File: src/rtl/tally_scheduler_if.sv
// Requester, tally-unit and result signals of the tally scheduler.
// master = requesters/tally unit/result consumer side, slave = scheduler.
interface tally_scheduler_if #(
    parameter int NREQ  = 4,
    parameter int ACC_W = 16
);
    localparam int IDW = $clog2(NREQ);

    logic [NREQ-1:0]   req_valid;
    logic [NREQ*6-1:0] req_data;
    logic [NREQ-1:0]   req_last;
    logic [NREQ-1:0]   req_ready;
    logic [5:0]        tal_in;
    logic [7:0]        tal_out;
    logic              res_valid;
    logic [ACC_W-1:0]  res_data;
    logic [IDW-1:0]    res_id;
    logic              res_sat;
    logic              res_ready;

    modport master (
        output req_valid, req_data, req_last, tal_out, res_ready,
        input  req_ready, tal_in, res_valid, res_data, res_id, res_sat
    );

    modport slave (
        input  req_valid, req_data, req_last, tal_out, res_ready,
        output req_ready, tal_in, res_valid, res_data, res_id, res_sat
    );
endinterface

File: src/rtl/tally_scheduler.sv
// Round-robin share of one popcount unit across NREQ word streams; sums each job's ones counts.
// Grant 1 cycle after valid, 1 word/cycle, result next cycle; stalls on req_valid low, holds result until res_ready.
module tally_scheduler #(
    parameter int NREQ  = 4,
    parameter int ACC_W = 16
) (
    input  logic              clk,
    input  logic              rst_n,
    tally_scheduler_if.slave  bus
);
    localparam int IDW = $clog2(NREQ);
    // Sum width covers both operands plus a carry, since ACC_W may be narrower than tal_out.
    localparam int SW  = ((ACC_W > 8) ? ACC_W : 8) + 1;
    localparam logic [SW-1:0] MAXV = {{(SW-ACC_W){1'b0}}, {ACC_W{1'b1}}};

    typedef enum logic [1:0] {IDLE, RUN, RESULT} state_t;

    state_t           state, state_nxt;
    logic [IDW-1:0]   gnt, prio_ptr, pick, idx_l;
    logic [ACC_W-1:0] acc, acc_nxt;
    logic             sat, ovf, found;
    logic             beat, last_beat, any_vld;
    logic [SW-1:0]    sum;
    int               idx;

    assign any_vld   = |bus.req_valid;
    assign beat      = (state == RUN) && bus.req_valid[gnt];
    assign last_beat = beat && bus.req_last[gnt];
    assign sum       = SW'(acc) + SW'(bus.tal_out);
    assign ovf       = (sum > MAXV);
    assign acc_nxt   = ovf ? {ACC_W{1'b1}} : sum[ACC_W-1:0];

    // First valid requester at or above prio_ptr, wrapping.
    always_comb begin
        pick  = prio_ptr;
        found = 1'b0;
        idx   = 0;
        idx_l = '0;
        for (int i = 0; i < NREQ; i++) begin
            idx   = (int'(prio_ptr) + i) % NREQ;
            idx_l = IDW'(idx);
            if (!found && bus.req_valid[idx_l]) begin
                pick  = idx_l;
                found = 1'b1;
            end
        end
    end

    always_ff @(posedge clk or negedge rst_n) begin
        if (!rst_n) state <= IDLE;
        else        state <= state_nxt;
    end

    always_comb begin
        state_nxt = state;
        case (state)
            IDLE:    if (any_vld)       state_nxt = RUN;
            RUN:     if (last_beat)     state_nxt = RESULT;
            RESULT:  if (bus.res_ready) state_nxt = IDLE;
            default:                    state_nxt = IDLE;
        endcase
    end

    always_comb begin
        bus.req_ready = '0;
        bus.tal_in    = '0;
        bus.res_valid = 1'b0;
        bus.res_data  = '0;
        bus.res_id    = '0;
        bus.res_sat   = 1'b0;
        case (state)
            RUN: begin
                bus.req_ready[gnt] = 1'b1;
                bus.tal_in         = bus.req_data[6*gnt +: 6];
            end
            RESULT: begin
                bus.res_valid = 1'b1;
                bus.res_data  = acc;
                bus.res_id    = gnt;
                bus.res_sat   = sat;
            end
            default: ;
        endcase
    end

    always_ff @(posedge clk or negedge rst_n) begin
        if (!rst_n) begin
            gnt      <= '0;
            prio_ptr <= '0;
            acc      <= '0;
            sat      <= 1'b0;
        end else if (state == IDLE && any_vld) begin
            gnt <= pick;
            acc <= '0;
            sat <= 1'b0;
        end else if (beat) begin
            acc <= acc_nxt;
            sat <= sat | ovf;
            if (bus.req_last[gnt])
                prio_ptr <= (gnt == IDW'(NREQ-1)) ? '0 : gnt + IDW'(1);
        end
    end
endmodule
File: src/flat_wrapper.sv
// flat-port wrapper written by rule: the top's interface ports become plain ports
module tally_scheduler_flat 
#(
    parameter int NREQ  = 4,
    parameter int ACC_W = 16
)
  (clk, rst_n, bus_req_valid, bus_req_data, bus_req_last, bus_tal_out, bus_res_ready, bus_req_ready, bus_tal_in, bus_res_valid, bus_res_data, bus_res_id, bus_res_sat);
  tally_scheduler_if #(.NREQ(NREQ), .ACC_W(ACC_W)) bus_i ();
  input  logic clk;
  input  logic rst_n;
  input wire logic [$bits(bus_i.req_valid)-1:0] bus_req_valid;
  input wire logic [$bits(bus_i.req_data)-1:0] bus_req_data;
  input wire logic [$bits(bus_i.req_last)-1:0] bus_req_last;
  input wire logic [$bits(bus_i.tal_out)-1:0] bus_tal_out;
  input wire logic [$bits(bus_i.res_ready)-1:0] bus_res_ready;
  output wire logic [$bits(bus_i.req_ready)-1:0] bus_req_ready;
  output wire logic [$bits(bus_i.tal_in)-1:0] bus_tal_in;
  output wire logic [$bits(bus_i.res_valid)-1:0] bus_res_valid;
  output wire logic [$bits(bus_i.res_data)-1:0] bus_res_data;
  output wire logic [$bits(bus_i.res_id)-1:0] bus_res_id;
  output wire logic [$bits(bus_i.res_sat)-1:0] bus_res_sat;
  assign bus_i.req_valid = bus_req_valid;
  assign bus_i.req_data = bus_req_data;
  assign bus_i.req_last = bus_req_last;
  assign bus_i.tal_out = bus_tal_out;
  assign bus_i.res_ready = bus_res_ready;
  assign bus_req_ready = bus_i.req_ready;
  assign bus_tal_in = bus_i.tal_in;
  assign bus_res_valid = bus_i.res_valid;
  assign bus_res_data = bus_i.res_data;
  assign bus_res_id = bus_i.res_id;
  assign bus_res_sat = bus_i.res_sat;
  tally_scheduler #(.NREQ(NREQ), .ACC_W(ACC_W)) u_core (.clk(clk), .rst_n(rst_n), .bus(bus_i));
endmodule
File: config.mk
export PLATFORM = sky130hd
export DESIGN_NAME = tally_scheduler_flat
export DESIGN_NICKNAME = d
export VERILOG_FILES = /design/src/rtl/tally_scheduler_if.sv /design/src/rtl/tally_scheduler.sv /design/src/flat_wrapper.sv
export SDC_FILE = /design/constraint.sdc
export NUM_CORES = 1
export LEC_CHECK = 0
export ABC_AREA = 0
export CAP_MARGIN = 15
export CORE_MARGIN = 3
export CORE_UTILIZATION = 25
export CTS_CLUSTER_DIAMETER = 100
export CTS_CLUSTER_SIZE = 12
export DETAILED_ROUTE_END_ITERATION = 10
export GPL_TIMING_DRIVEN = 0
export HOLD_SLACK_MARGIN = 0.06
export SLEW_MARGIN = 10
export SYNTH_ARGS = -nofsm -noshare
export SYNTH_HDL_FRONTEND = slang
export SYNTH_SLANG_ARGS = --single-unit
File: constraint.sdc
create_clock -name clk -period 2.2 [get_ports clk]
set_clock_uncertainty 0.05 [all_clocks]
set_input_delay 0.33 -clock clk [delete_from_list [all_inputs] [get_ports clk]]
set_output_delay 0.33 -clock clk [all_outputs]
set_load 0.05 [all_outputs]
# --- Yosys cells after proc, flatten, opt, wreduce, memory -nomap -nowiden ---
# Index checks and enable logic that the tools add are counted.
word_totals:
  regBits: 23
  input_bits: 43
  output_inout_bits: 30
  wordCells: 78
op_classes:
  addsub: 5
  multipliers: 1
  n_lt_le_gt_ge: 7
  n_eq_ne: 6
  shift: 1
  mux: 36
  bitwise_logic: 2
  n_reduce_logical: 15
ops:
  columns: ["operator", "n"]
  rows:
  - ["$mux W16", 4]
  - ["$shiftx A24 B6 Y6", 1]
  - ["$add A16 B8 Y17", 1]
  - ["$gt A17 B16 Y1 const B", 1]
  - ["$mux W2", 8]
  - ["$lt A2 B3 Y1 const B", 5]
  - ["$mux W1", 14]
  - ["$bmux W1 S2", 6]
  - ["$logic_and A1 B1 Y1", 7]
  - ["$mux W6", 1]
  - ["$pmux W2 S3", 1]
  - ["$reduce_and A3 Y1", 2]
  - ["$add A2 B1 Y2 const B", 2]
  - ["$add A2 B2 Y2 const B", 2]
  - ["$eq A2 B2 Y1 const B", 2]
  - ["$mul A2 B2 Y4 const A", 1]
  - ["$mux W4", 1]
  - ["$ne A2 B1 Y1 const B", 2]
  - ["$reduce_or A4 Y1", 1]
  - ["$logic_not A1 Y1", 3]
  - ["$demux W1 S2", 1]
  - ["$eq A2 B1 Y1 const B", 1]
  - ["$ge A2 B1 Y1 const B", 1]
  - ["$logic_not A2 Y1", 1]
  - ["4 further kinds", 4]

# --- Logic depth before layout (Yosys ltp) ---
# Gate-level depths: netlist of run 1.
depth:
  ltp_word: 12
  mapped_depth: 9
  mapped_depth_nobuf: 8

# --- Worst setup path before layout of run 1 ---
# OpenSTA, ideal clock, no wires.
synth_timing:
  path_type: "reg2reg"
  from: "register u_core.acc[0]"
  to: "register u_core.acc[10]"
  setup_ns: 0.090
  t_arrival_ns: 1.992
  required_time_ns: 2.060
  slack_ns: 0.069
  stages_incl_launch_ff: 9
  path_buffers: 0
  synth_period_minus_slack_ns: 2.131
  path_cell_list: "dfrtp_1 > ha_1 > inv_1 > fa_1 > nand2b_1 > a21o_1 > a21o_1 > a2111o_1 > o2111ai_1"
synth_via:
  elab_chain_len: 5
synth_rtl:
  columns: ["item", "line_no", "rtl"]
  rows:
  - ["from (decl)", "tally_scheduler.sv:20", "logic [ACC_W-1:0] acc, acc_nxt;"]
  - ["from (signal assigned)", "tally_scheduler.sv:97", "acc <= acc_nxt;"]
  - ["$add A16 B8 Y17 *", "tally_scheduler.sv:29", "assign sum = SW'(acc) + SW'(bus.tal_out);"]
  - ["$gt A17 B16 Y1", "tally_scheduler.sv:30", "assign ovf = (sum > MAXV);"]
  - ["$mux W16 *", "tally_scheduler.sv:31", "assign acc_nxt = ovf ? {ACC_W{1'b1}} : sum[ACC_W-1:0];"]
  - ["$mux W16 *", "tally_scheduler.sv:96", "end else if (beat) begin"]
  - ["$mux W16 *", "tally_scheduler.sv:92", "end else if (state == IDLE && any_vld) begin"]
# Every way passes the cells marked *; elsewhere a longest branch is shown, timed or not. The select of a mux whose other input is x is not followed.
# A chain may end at the register's enable or synchronous reset.

# --- Worst setup path after layout of run 1 ---
layout_timing:
  from: "input port bus_tal_out[2]"
  to: "register u_core.acc[13]"
layout_via:
  elab_chain_len: 5
layout_rtl:
  columns: ["item", "line_no", "rtl"]
  rows:
  - ["from (decl)", "flat_wrapper.sv:14", "input wire logic [$bits(bus_i.tal_out)-1:0] bus_tal_out;"]
  - ["$add A16 B8 Y17 *", "tally_scheduler.sv:29", null]
  - ["$gt A17 B16 Y1", "tally_scheduler.sv:30", null]
  - ["$mux W16 *", "tally_scheduler.sv:31", null]
  - ["$mux W16 *", "tally_scheduler.sv:96", null]
  - ["$mux W16 *", "tally_scheduler.sv:92", null]
# Marks and branches as above.

==> flow_summary_export.csv, run 1 <==
group,metric,value,unit
sta,hold_violations,0,
floorplanning,die_area,0.009299,sq mm
worst_setup_path,crit_chain,"clkdlybuf4s50_1 > ha_4 > o211ai_1 > o21ai_2 > a41oi_4 > or4_1 > nand3_2",
sta,slew_viol_final,0,
synthesis,ys_top_cells_by_count,"and2_1 (24), dfrtp_1 (23), nand3_1 (17), nand2_1 (15), nor2_1 (13)",
detailed_routing,first_pass_iters,4,
global_route,grt_overflow,0,
synthesis,synth.area.top_cells,"dfrtp_1 (28%), mux4_1 (9.0%), and2_1 (7.3%)",
floorplanning,ios,73,
sta,tns,0,ns
global_route,grt_first_pass_wirelength,10.81,mm
detailed_routing,antenna_left,0,
synthesis,syn_inst,221,
cells_and_area,fin_nets,371,
power_and_ir_drop,p_per_area,982.4,mW/mm^2
synthesis,yosysUniqueCellTypes,49,
synthesis,synthSimpleGateAreaFrac,23.75,%
detailed_routing,remaining_drc_errors,0,
synthesis,synth-compound-area-share,20.99,%
global_route,use_met3,3.021,%
synthesis,yosysWarningCount,0,
synthesis,synth_top_cell_area_share,28.15,%
worst_setup_path,start_kind,"primary input",
worst_setup_path,cp_max_fo,6,
synthesis,synth_top_cell_by_area,"dfrtp_1",
power_and_ir_drop,power,3.186,mW
synthesis,synth_edf_count,0,
sta,maxSlewHeadroom,42.22,%
sta,finalCritPeriodShare,98.24,%
power_and_ir_drop,leakage,1.375,nW
power_and_ir_drop,irDropWorstVdd,0.3124,mV
worst_setup_path,arrival,2.32,ns
place,port-buffer-count,72,
detailed_routing,viasPerCell,5.017,
sta,tightestPinTransition,0.8600,ns
synthesis,synth_nets,277,
detailed_routing,wl,6.661,mm
global_route,grt_use_met1,19.78,%
worst_setup_path,cp_slowest_cell,"or4_1",
sta,clock.fmax,462.7,MHz
detailed_routing,dr_total_vias,2087,
clock_network,cts_tree,"done",
synthesis,async_flop_share,100.0,%
place,dp_hpwl,4.843,mm
detailed_routing,drtIter0Drc,127,
global_route,grt_antenna_before_repair,0,
global_route,track_usage,15.00,%
global_route,first_global_vias,2109,
sta,post-route-min-period,2.161,ns
clock_network,clk_path_buf_depth,2,
global_route,use_met2,25.99,%
floorplanning,die_w,96.43,um
floorplanning,placementRows,32,
synthesis,synthXorXnorAreaFrac,2.570,%
clock_network,cts_buffers,3,
clock_network,cts_root_buf,"clkbuf_8",
clock_network,cts.reportedPaths.clkPinSlew,0.09,ns
clock_network,cts.sinks,23,
worst_setup_path,critPathRequiredTime,2.36,ns
worst_setup_path,path_class,"primary input to flip-flop",
sta,rsz0062_at_grt,"true",
global_route,busiest_layer,"met2",
detailed_routing,wire_per_inst,16.01,um
synthesis,synth.cell_area,0.002044,sq mm
worst_setup_path,crit_path_max_incr_delay,0.52,ns
place,globalplace.congestion,0.8513,
synthesis,ys_seq_elements,23,
cells_and_area,antennaDiodeCount,0,
synthesis,synthFlopType,"dfrtp_1",
cells_and_area,area_growth,58.63,%
cells_and_area,drive_gt1_share,28.98,%
outcome,status,"completed",
synthesis,synth_most_common_cell,"and2_1",
synthesis,synth_area_per_cell,9.251,sq um
floorplanning,core-area,0.007848,sq mm
sta,setup_viol,0,
worst_setup_path,crit_path_end_kind,"flip-flop",
floorplanning,die_y,96.43,um
synthesis,ys_seq_area_share,28.15,%
synthesis,muxShareOfSynthArea,10.65,%
synthesis,synth_adder_area_share,8.323,%
min_path,min_path_type,"flip-flop to flip-flop",
clock_network,h-tree-depth,1,
synthesis,synth_top_family_by_area,"simple AND/OR/NAND/NOR gates",
floorplanning,initial_utilization,26.05,%
clock_network,insertion_delay,0.27,ns
global_route,grt_max_degree,24,
run,drv_cap,0,
[layer usage]
metal	wire [um]	part of all wire, %
met1	2883	43
met2	3414	51
met3	319	4.8
met4	44	0.66
met5	0	0
[worst max-delay path, delay by kind of cell]
| family | cells | cell delay, ns |
|---|---|---|
| AOI/OAI and AO/OA | 3 | 0.60 |
| and+or+nand+nor | 2 | 0.61 |
| buffers and inverters | 1 | 0.46 |
| adders and majority gates | 1 | 0.33 |
[cell usage in the layout, fill, tap and decap left out, drive strengths merged, types with 2 or more instances in the layout]
cell type | Yosys | routed
ha | 12 | 12
clkdlybuf4s50 | 0 | 39
nor2 | 13 | 13
nand2b | 2 | 2
or3 | 2 | 2
dfrtp | 23 | 23
nand3 | 17 | 17
a21o | 3 | 3
a21oi | 10 | 10
nand4 | 3 | 3
xnor2 | 2 | 2
nor3 | 3 | 3
buf | 7 | 37
mux4 | 8 | 8
a41oi | 3 | 3
a31oi | 5 | 5
nor2b | 4 | 4
o21a | 2 | 2
dlygate4sd2 | 0 | 7
o211ai | 12 | 12
a211oi | 2 | 2
a2111o | 2 | 2
nand2 | 15 | 15
and3 | 3 | 3
and2 | 25 | 25
clkbuf | 6 | 10
clkdlybuf4s15 | 0 | 9
o21ai | 7 | 7
xor2 | 4 | 4
inv | 10 | 10
[where the power goes]
group          internal, mW  total [mW]  switching [mW]
clock                 0.127       0.274           0.147
combinational         0.945        2.23            1.29
sequential            0.543       0.679           0.136
[registers in the layout (all words and copies together), names as in the netlist]
register,cells
u_core.acc,16
u_core.state,2
u_core.gnt,2
u_core.sat,1
u_core.prio_ptr,2
[cell type report]
type	count	area, sq um
fillers	804	4604
inverters	10	37.54
well taps	102	127.6
multi-input cells	175	1526
clock buffers	3	41.29
flip-flops and latches	23	575.6
clock inverters	1	5.005
plain buffers	12	98.84
repair buffers	90	830.8
[through the flow]
step | std cells | hold slack, ns | setup WS [ns] | instance area (sq um) | utilization [%]
finish | 416 | 0.4899 | 0.03870 | 3243 | 41.33
global route | 416 | 0.5157 | -0.05447 | 3243 | 41.33
CTS | 410 | 0.4839 | -0.08014 | 3153 | 40.18
detailed placement | 395 | 0.4553 | -0.6517 | 2893 | 36.86
global placement | 395 | 0.4442 | -0.6469 | 2893 | 36.86
floorplan | 221 | -0.01559 | 0.06863 | 2044 | -
[repair_timing]
item,in CTS,in global routing
setup endpoints to repair,48,35
cloned,1,1
hold endpoints to repair,0,23
hold buffers,0,1
setup buffers,11,4
resized for setup,123,39
pin swaps,12,9
[path summary, 6_finish.rpt]
check | from | to | slack (ns) | depth (start not counted)
max | bus_tal_out[2] | u_core.acc[13]$_DFFE_PN0P_ | 0.04 | 7
min | u_core.sat$_DFFE_PN0P_ | u_core.sat$_DFFE_PN0P_ | 0.49 | 2
max reg2reg | u_core.acc[0]$_DFFE_PN0P_ | u_core.acc[12]$_DFFE_PN0P_ | 0.05 | 9
min reg2reg | u_core.sat$_DFFE_PN0P_ | u_core.sat$_DFFE_PN0P_ | 0.49 | 2
max in group asynchronous | rst_n | u_core.acc[6]$_DFFE_PN0P_ | 1.18 | 2
min in group asynchronous | rst_n | u_core.acc[12]$_DFFE_PN0P_ | 0.54 | 2
[cells by family (layout without fill, tap and decap cells)]
group	count (synthesis)	in the layout
buf+inv	23	116
mux	9	9
fa+ha+maj	13	13
flops	23	23
simple gates	91	91
compound gates	56	56
xor+xnor	6	6
Power figures use the tool's default switching activity.
==> run 2: changes to the inputs <==
--- a/config.mk
+++ b/config.mk
@@ -8,12 +8,13 @@
 export ABC_AREA = 0
 export CAP_MARGIN = 15
 export CORE_MARGIN = 3
-export CORE_UTILIZATION = 25
+export CORE_UTILIZATION = 23
 export CTS_CLUSTER_DIAMETER = 100
 export CTS_CLUSTER_SIZE = 12
 export DETAILED_ROUTE_END_ITERATION = 10
 export GPL_TIMING_DRIVEN = 0
 export HOLD_SLACK_MARGIN = 0.06
+export PLACE_DENSITY = 0.57
 export SLEW_MARGIN = 10
 export SYNTH_ARGS = -nofsm -noshare
 export SYNTH_HDL_FRONTEND = slang
==> flow_summary_export.csv, run 2 (synthesized netlist as in run 1, its figures left out) <==
group,metric,value,unit
outcome,status,"completed",
global_route,grt_max_degree,24,
power_and_ir_drop,intPower,1.605,mW
floorplanning,initial_utilization,24.27,%
floorplanning,core-area,0.008423,sq mm
power_and_ir_drop,p_per_area,996.7,mW/mm^2
global_route,track_usage,13.24,%
cells_and_area,antennaDiodeCount,0,
worst_setup_path,critPathRequiredTime,2.34,ns
clock_network,cts.reportedPaths.clkPinSlew,0.09,ns
power_and_ir_drop,leakage,1.314,nW
power_and_ir_drop,power.switching,1.597,mW
power_and_ir_drop,p_sw_share,49.87,%
clock_network,clk_path_buf_depth,2,
sta,setup_viol,0,
sta,maxSlewHeadroom,49.19,%
min_path,min_path_type,"flip-flop to flip-flop",
cells_and_area,final_common_cell,"clkdlybuf4s50_1",
floorplanning,ios,73,
detailed_routing,antenna_left,0,
place,dpl.cell_count,398,
cells_and_area,regMostFlops,"u_core.acc",
cells_and_area,layout_common_cells,"clkdlybuf4s50_1 (39), and2_1 (24), dfrtp_1 (22)",
global_route,grt_overflow,0,
global_route,grt_first_pass_wirelength,10.81,mm
clock_network,h-tree-depth,1,
power_and_ir_drop,p_clk_share,8.7,%
sta,setup_ws,0.05347,ns
worst_setup_path,arrival,2.29,ns
worst_setup_path,path_class,"flip-flop to flip-flop",
global_route,first_global_vias,2127,
sta,finalCritPeriodShare,97.57,%
clock_network,cts_tree,"done",
sta,slew_viol_final,0,
power_and_ir_drop,pwr-share-seq,21.1,%
cells_and_area,regArea,576.8,sq um
cells_and_area,fin_util,38.13,%
power_and_ir_drop,irDropWorstVdd,0.2674,mV
clock_network,insertion_delay,0.27,ns
cells_and_area,multi_input_area,0.001498,sq mm
place,dpl_worst_slack,-0.6096,ns
clock_network,cts_buffers,3,
sta,tightestPinTransition,0.7564,ns
detailed_routing,remaining_drc_errors,0,
worst_setup_path,start_kind,"flip-flop",
cells_and_area,fin_nets,367,
sta,post-route-min-period,2.147,ns
floorplanning,die_w,100.3,um
floorplanning,placementRows,33,
power_and_ir_drop,comb_power_share,70.2,%
cells_and_area,area_growth,57.10,%
clock_network,cts_root_buf,"clkbuf_8",
detailed_routing,viasPerCell,5.051,
place,globalplace.congestion,0.8274,
cells_and_area,post_layout_nonfiller_instances,415,
detailed_routing,wl,6.723,mm
run,drv_cap,0,
worst_setup_path,crit_path_end_kind,"flip-flop",
cells_and_area,largest_reg_flops,16,
detailed_routing,first_pass_iters,4,
sta,hold_violations,0,
sta,clock.fmax,465.9,MHz
clock_network,cts.sinks,23,
place,port-buffer-count,72,
detailed_routing,wire_per_inst,16.20,um
floorplanning,die_y,100.3,um
floorplanning,die_area,0.01006,sq mm
global_route,grt_antenna_before_repair,0,
cells_and_area,fillers,876,
detailed_routing,dr_total_vias,2096,
power_and_ir_drop,power,3.201,mW
cells_and_area,drive_gt1_share,26.45,%
worst_setup_path,cp_max_fo,4,
place,dp_hpwl,4.889,mm
detailed_routing,drtIter0Drc,89,
-- run 2: cell count changes in the layout (fill, tap and decap cells not counted), sizes merged --
cell / delta
buf: -8
clkdlybuf4s15: +6
clkbuf: -1
clkinv: -1
dlygate4sd2: +1
dlymetal6s2s: -1
-- run 2: cell type report --
cell class                 count  area share [%]
multi-input combinational    175           46.63
timing repair buffer          88           26.06
sequential                    23           17.96
tap                          105           4.090
buffer                        10           2.688
clock buffer                   4           1.402
inverter                      10           1.169
-- run 2: worst paths after layout --
kind | from | to | slack, ns | cells past startpoint
max | u_core.acc[0]$_DFFE_PN0P_ | u_core.acc[10]$_DFFE_PN0P_ | 0.05 | 8
min | u_core.sat$_DFFE_PN0P_ | u_core.sat$_DFFE_PN0P_ | 0.49 | 2
max reg2reg | u_core.acc[0]$_DFFE_PN0P_ | u_core.acc[10]$_DFFE_PN0P_ | 0.05 | 8
min reg2reg | u_core.sat$_DFFE_PN0P_ | u_core.sat$_DFFE_PN0P_ | 0.49 | 2
max in group asynchronous | rst_n | u_core.gnt[0]$_DFFE_PN0P_ | 1.18 | 2
min in group asynchronous | rst_n | u_core.acc[15]$_DFFE_PN0P_ | 0.52 | 2
-- run 2: routing by layer --
layer / track usage (%) / share of wire, % / vias up
li1: - / - / 1009
met1: 17.91 / 45 / 1034
met2: 22.38 / 51 / 48
met3: 2.571 / 3.9 / 5
met4: 1.865 / 0.76 / 0
met5: 0 / 0 / -
-- run 2: worst max-delay path, cell delays in order, from the launching register on --
cell and delay (ns):
dfrtp_1 0.39, ha_4 0.16, inv_2 0.04, fa_2 0.33, nand2b_4 0.15, a21o_1 0.21
a21o_1 0.24, a2111o_1 0.41, o2111ai_2 0.10
-- run 2: stage by stage --
stage / TNS (ns) / area [sq um] / hold slack, ns
4_1_cts: -0.004882 / 3109 / 0.4827
5_1_grt: -0.02538 / 3212 / 0.5102
2_1_floorplan: 0 / 2044 / -0.01559
3_3_place_gp: -17.26 / 2897 / 0.4575
3_5_place_dp: -17.64 / 2897 / 0.4613
6_report: 0 / 3212 / 0.4870
-- run 2: power groups by stage --
stage               Sequential (mW)  Clock [mW]  Combinational, mW
CTS                           0.658       0.294               2.11
detailed placement            0.665           0               2.02
global placement              0.660           0               2.00
finish                        0.675       0.280               2.25
global route                  0.694       0.307               2.44
floorplan                     0.632           0               1.46
-- run 2: what timing repair did --
item | in CTS | in global routing
resized for setup | 117 | 28
hold buffers | 0 | 1
hold endpoints to repair | 0 | 23
pin swaps | 7 | 10
gates cloned | 1 | 1
setup endpoints to repair | 49 | 41
buffers inserted | 10 | 3
==> run 3: changes to the inputs <==
--- a/config.mk
+++ b/config.mk
@@ -14,7 +14,7 @@
 export DETAILED_ROUTE_END_ITERATION = 10
 export GPL_TIMING_DRIVEN = 0
 export HOLD_SLACK_MARGIN = 0.06
-export PLACE_DENSITY = 0.57
+export PLACE_DENSITY = 0.56
 export SLEW_MARGIN = 10
 export SYNTH_ARGS = -nofsm -noshare
 export SYNTH_HDL_FRONTEND = slang
==> constraint.sdc (replaced) <==
create_clock -name clk -period 2.7 [get_ports clk]
set_clock_uncertainty 0.05 [all_clocks]
set_input_delay 0.405 -clock clk [delete_from_list [all_inputs] [get_ports clk]]
set_output_delay 0.405 -clock clk [all_outputs]
set_load 0.05 [all_outputs]
==> flow_summary_export.csv, run 3 (synthesized netlist as in run 1, its figures left out) <==
group,metric,value,unit
outcome,status,"completed",
global_route,grt_max_degree,24,
sta,tightestPinTransition,0.7656,ns
sta,maxSlewHeadroom,48.57,%
cells_and_area,finalInstanceArea,0.002967,sq mm
power_and_ir_drop,pwr-share-seq,22.5,%
place,dpl_worst_slack,-0.2260,ns
clock_network,cts.sinks,23,
detailed_routing,antenna_left,0,
clock_network,cts_root_buf,"clkbuf_8",
sta,setup_ws,0.09855,ns
place,place_area,0.002897,sq mm
worst_setup_path,path_delay_family,"compound AO/OA/AOI/OAI gates",
clock_network,clk_path_buf_depth,2,
worst_setup_path,cp_slowest_cell,"clkdlybuf4s50_1",
place,globalplace.congestion,0.8057,
sta,tns,0,ns
power_and_ir_drop,p_sw_share,50.77,%
floorplanning,placementRows,33,
floorplanning,die_area,0.01006,sq mm
min_path,min_path_type,"primary input to asynchronous set/reset pin",
sta,rsz0062_at_grt,"false",
cells_and_area,final_common_cell,"clkdlybuf4s50_1",
sta,post-route-min-period,2.601,ns
floorplanning,initial_utilization,24.27,%
worst_setup_path,crit_chain,"clkdlybuf4s50_1 > ha_2 > inv_1 > fa_1 > nand2b_4 > a21o_1 > a21o_1 > a2111o_1 > o2111ai_1",
worst_setup_path,crit_path_frequent_cell,"a21o_1",
worst_setup_path,crit_path_end_kind,"flip-flop",
sta,slew_viol_final,0,
power_and_ir_drop,comb_power_share,67.8,%
sta,finalCritPeriodShare,96.35,%
worst_setup_path,path_class,"primary input to flip-flop",
detailed_routing,dr_total_vias,2028,
worst_setup_path,arrival,2.73,ns
sta,clock.fmax,384.4,MHz
power_and_ir_drop,p_clk_share,9.7,%
cells_and_area,regMostFlops,"u_core.acc",
floorplanning,ios,73,
cells_and_area,regArea,575.6,sq um
detailed_routing,first_pass_iters,4,
detailed_routing,viasPerCell,5.007,
sta,hold_slack,0.05942,ns
worst_setup_path,cp_num_buf_inv,2,
power_and_ir_drop,power,2.379,mW
cells_and_area,fillers,906,
place,dpl.cell_count,398,
global_route,grt_antenna_before_repair,0,
global_route,first_global_vias,1929,
cells_and_area,multi_input_area,0.001375,sq mm
floorplanning,die_w,100.3,um
power_and_ir_drop,leakage,1.313,nW
cells_and_area,layout_common_cells,"clkdlybuf4s50_1 (47), and2_1 (24), dfrtp_1 (23)",
floorplanning,die_y,100.3,um
power_and_ir_drop,irDropWorstVdd,0.2641,mV
power_and_ir_drop,intPower,1.171,mW
clock_network,insertion_delay,0.28,ns
worst_setup_path,crit_path_max_incr_delay,0.50,ns
global_route,grt_first_pass_wirelength,10.13,mm
cells_and_area,drive_gt1_share,8.667,%
clock_network,cts_tree,"done",
sta,setup_viol,0,
cells_and_area,largest_reg_flops,16,
worst_setup_path,cp_max_fo,6,
clock_network,h-tree-depth,1,
detailed_routing,remaining_drc_errors,0,
worst_setup_path,start_kind,"primary input",
worst_setup_path,critPathRequiredTime,2.83,ns
power_and_ir_drop,p_per_area,801.9,mW/mm^2
detailed_routing,wire_per_inst,15.34,um
sta,hold_violations,0,
global_route,track_usage,12.62,%
clock_network,cts_buffers,3,
run,drv_cap,0,
floorplanning,core-area,0.008423,sq mm
cells_and_area,area_growth,45.10,%
cells_and_area,antennaDiodeCount,0,
detailed_routing,drtIter0Drc,106,
place,port-buffer-count,72,
cells_and_area,fin_nets,357,
place,dp_hpwl,4.810,mm
detailed_routing,wl,6.214,mm
cells_and_area,post_layout_nonfiller_instances,405,
power_and_ir_drop,power.switching,1.208,mW
cells_and_area,fin_util,35.22,%
clock_network,cts.reportedPaths.clkPinSlew,0.10,ns
global_route,grt_overflow,0,
-- run 3: changes by cell type in the layout (fill, tap and decap cells not counted), sizes merged --
cell / previous run / this run
clkdlybuf4s50: 39 / 47
dlygate4sd2: 8 / 20
clkbuf: 9 / 11
dlymetal6s2s: 0 / 3
clkdlybuf4s15: 15 / 1
buf: 29 / 10
dlygate4sd3: 1 / 0
clkdlybuf4s18: 1 / 0
-- run 3: worst paths after layout --
check / cells past startpoint / slack [ns] / end / startpoint
worst max register to register: 8 / 0.36 / u_core.acc[10]$_DFFE_PN0P_ / u_core.acc[0]$_DFFE_PN0P_
worst min register to register: 2 / 0.47 / u_core.sat$_DFFE_PN0P_ / u_core.sat$_DFFE_PN0P_
worst max-delay path: 9 / 0.1 / u_core.acc[10]$_DFFE_PN0P_ / bus_tal_out[0]
min in group clk: 2 / 0.47 / u_core.sat$_DFFE_PN0P_ / u_core.sat$_DFFE_PN0P_
worst min-delay path: 1 / 0.06 / u_core.acc[5]$_DFFE_PN0P_ / rst_n
max in group asynchronous: 1 / 2.16 / u_core.state[1]$_DFFE_PN0P_ / rst_n
-- run 3: per-layer routing --
metal / global-route usage, % / routed length (um)
met5: 0 / 0
met4: 2.176 / 42
met3: 2.224 / 249
met2: 21.10 / 3127
met1: 17.25 / 2795
-- run 3: cell type report --
class	instances	share of cell area [%]
inverters	10	1.265
well taps	105	4.429
multi-input cells	175	46.35
repair buffers	75	24.29
plain buffers	13	2.741
flip-flops and latches	23	19.40
clock buffers	4	1.518
-- run 3: worst reg2reg max path, stage by stage, from the launching register on --
cell and delay, ns:
dfrtp_1 0.38, ha_2 0.21, inv_1 0.05, fa_1 0.40, nand2b_4 0.16, a21o_1 0.23
a21o_1 0.24, a2111o_1 0.42, o2111ai_1 0.11
-- run 3: repair_timing --
action | CTS | global route
resized for setup | 22 | 10
setup endpoints to repair | 24 | 19
pin swaps | 0 | 2
hold buffers | 0 | 0
buffers inserted | 0 | 3
-- run 3: power groups by stage --
stage | combinational (mW) | clock [mW] | sequential (mW)
final | 1.61 | 0.231 | 0.536
after CTS | 1.60 | 0.239 | 0.535
after global placement | 1.63 | 0 | 0.539
after floorplan | 1.19 | 0 | 0.515
after detailed placement | 1.64 | 0 | 0.540
after global routing | 1.76 | 0.247 | 0.551
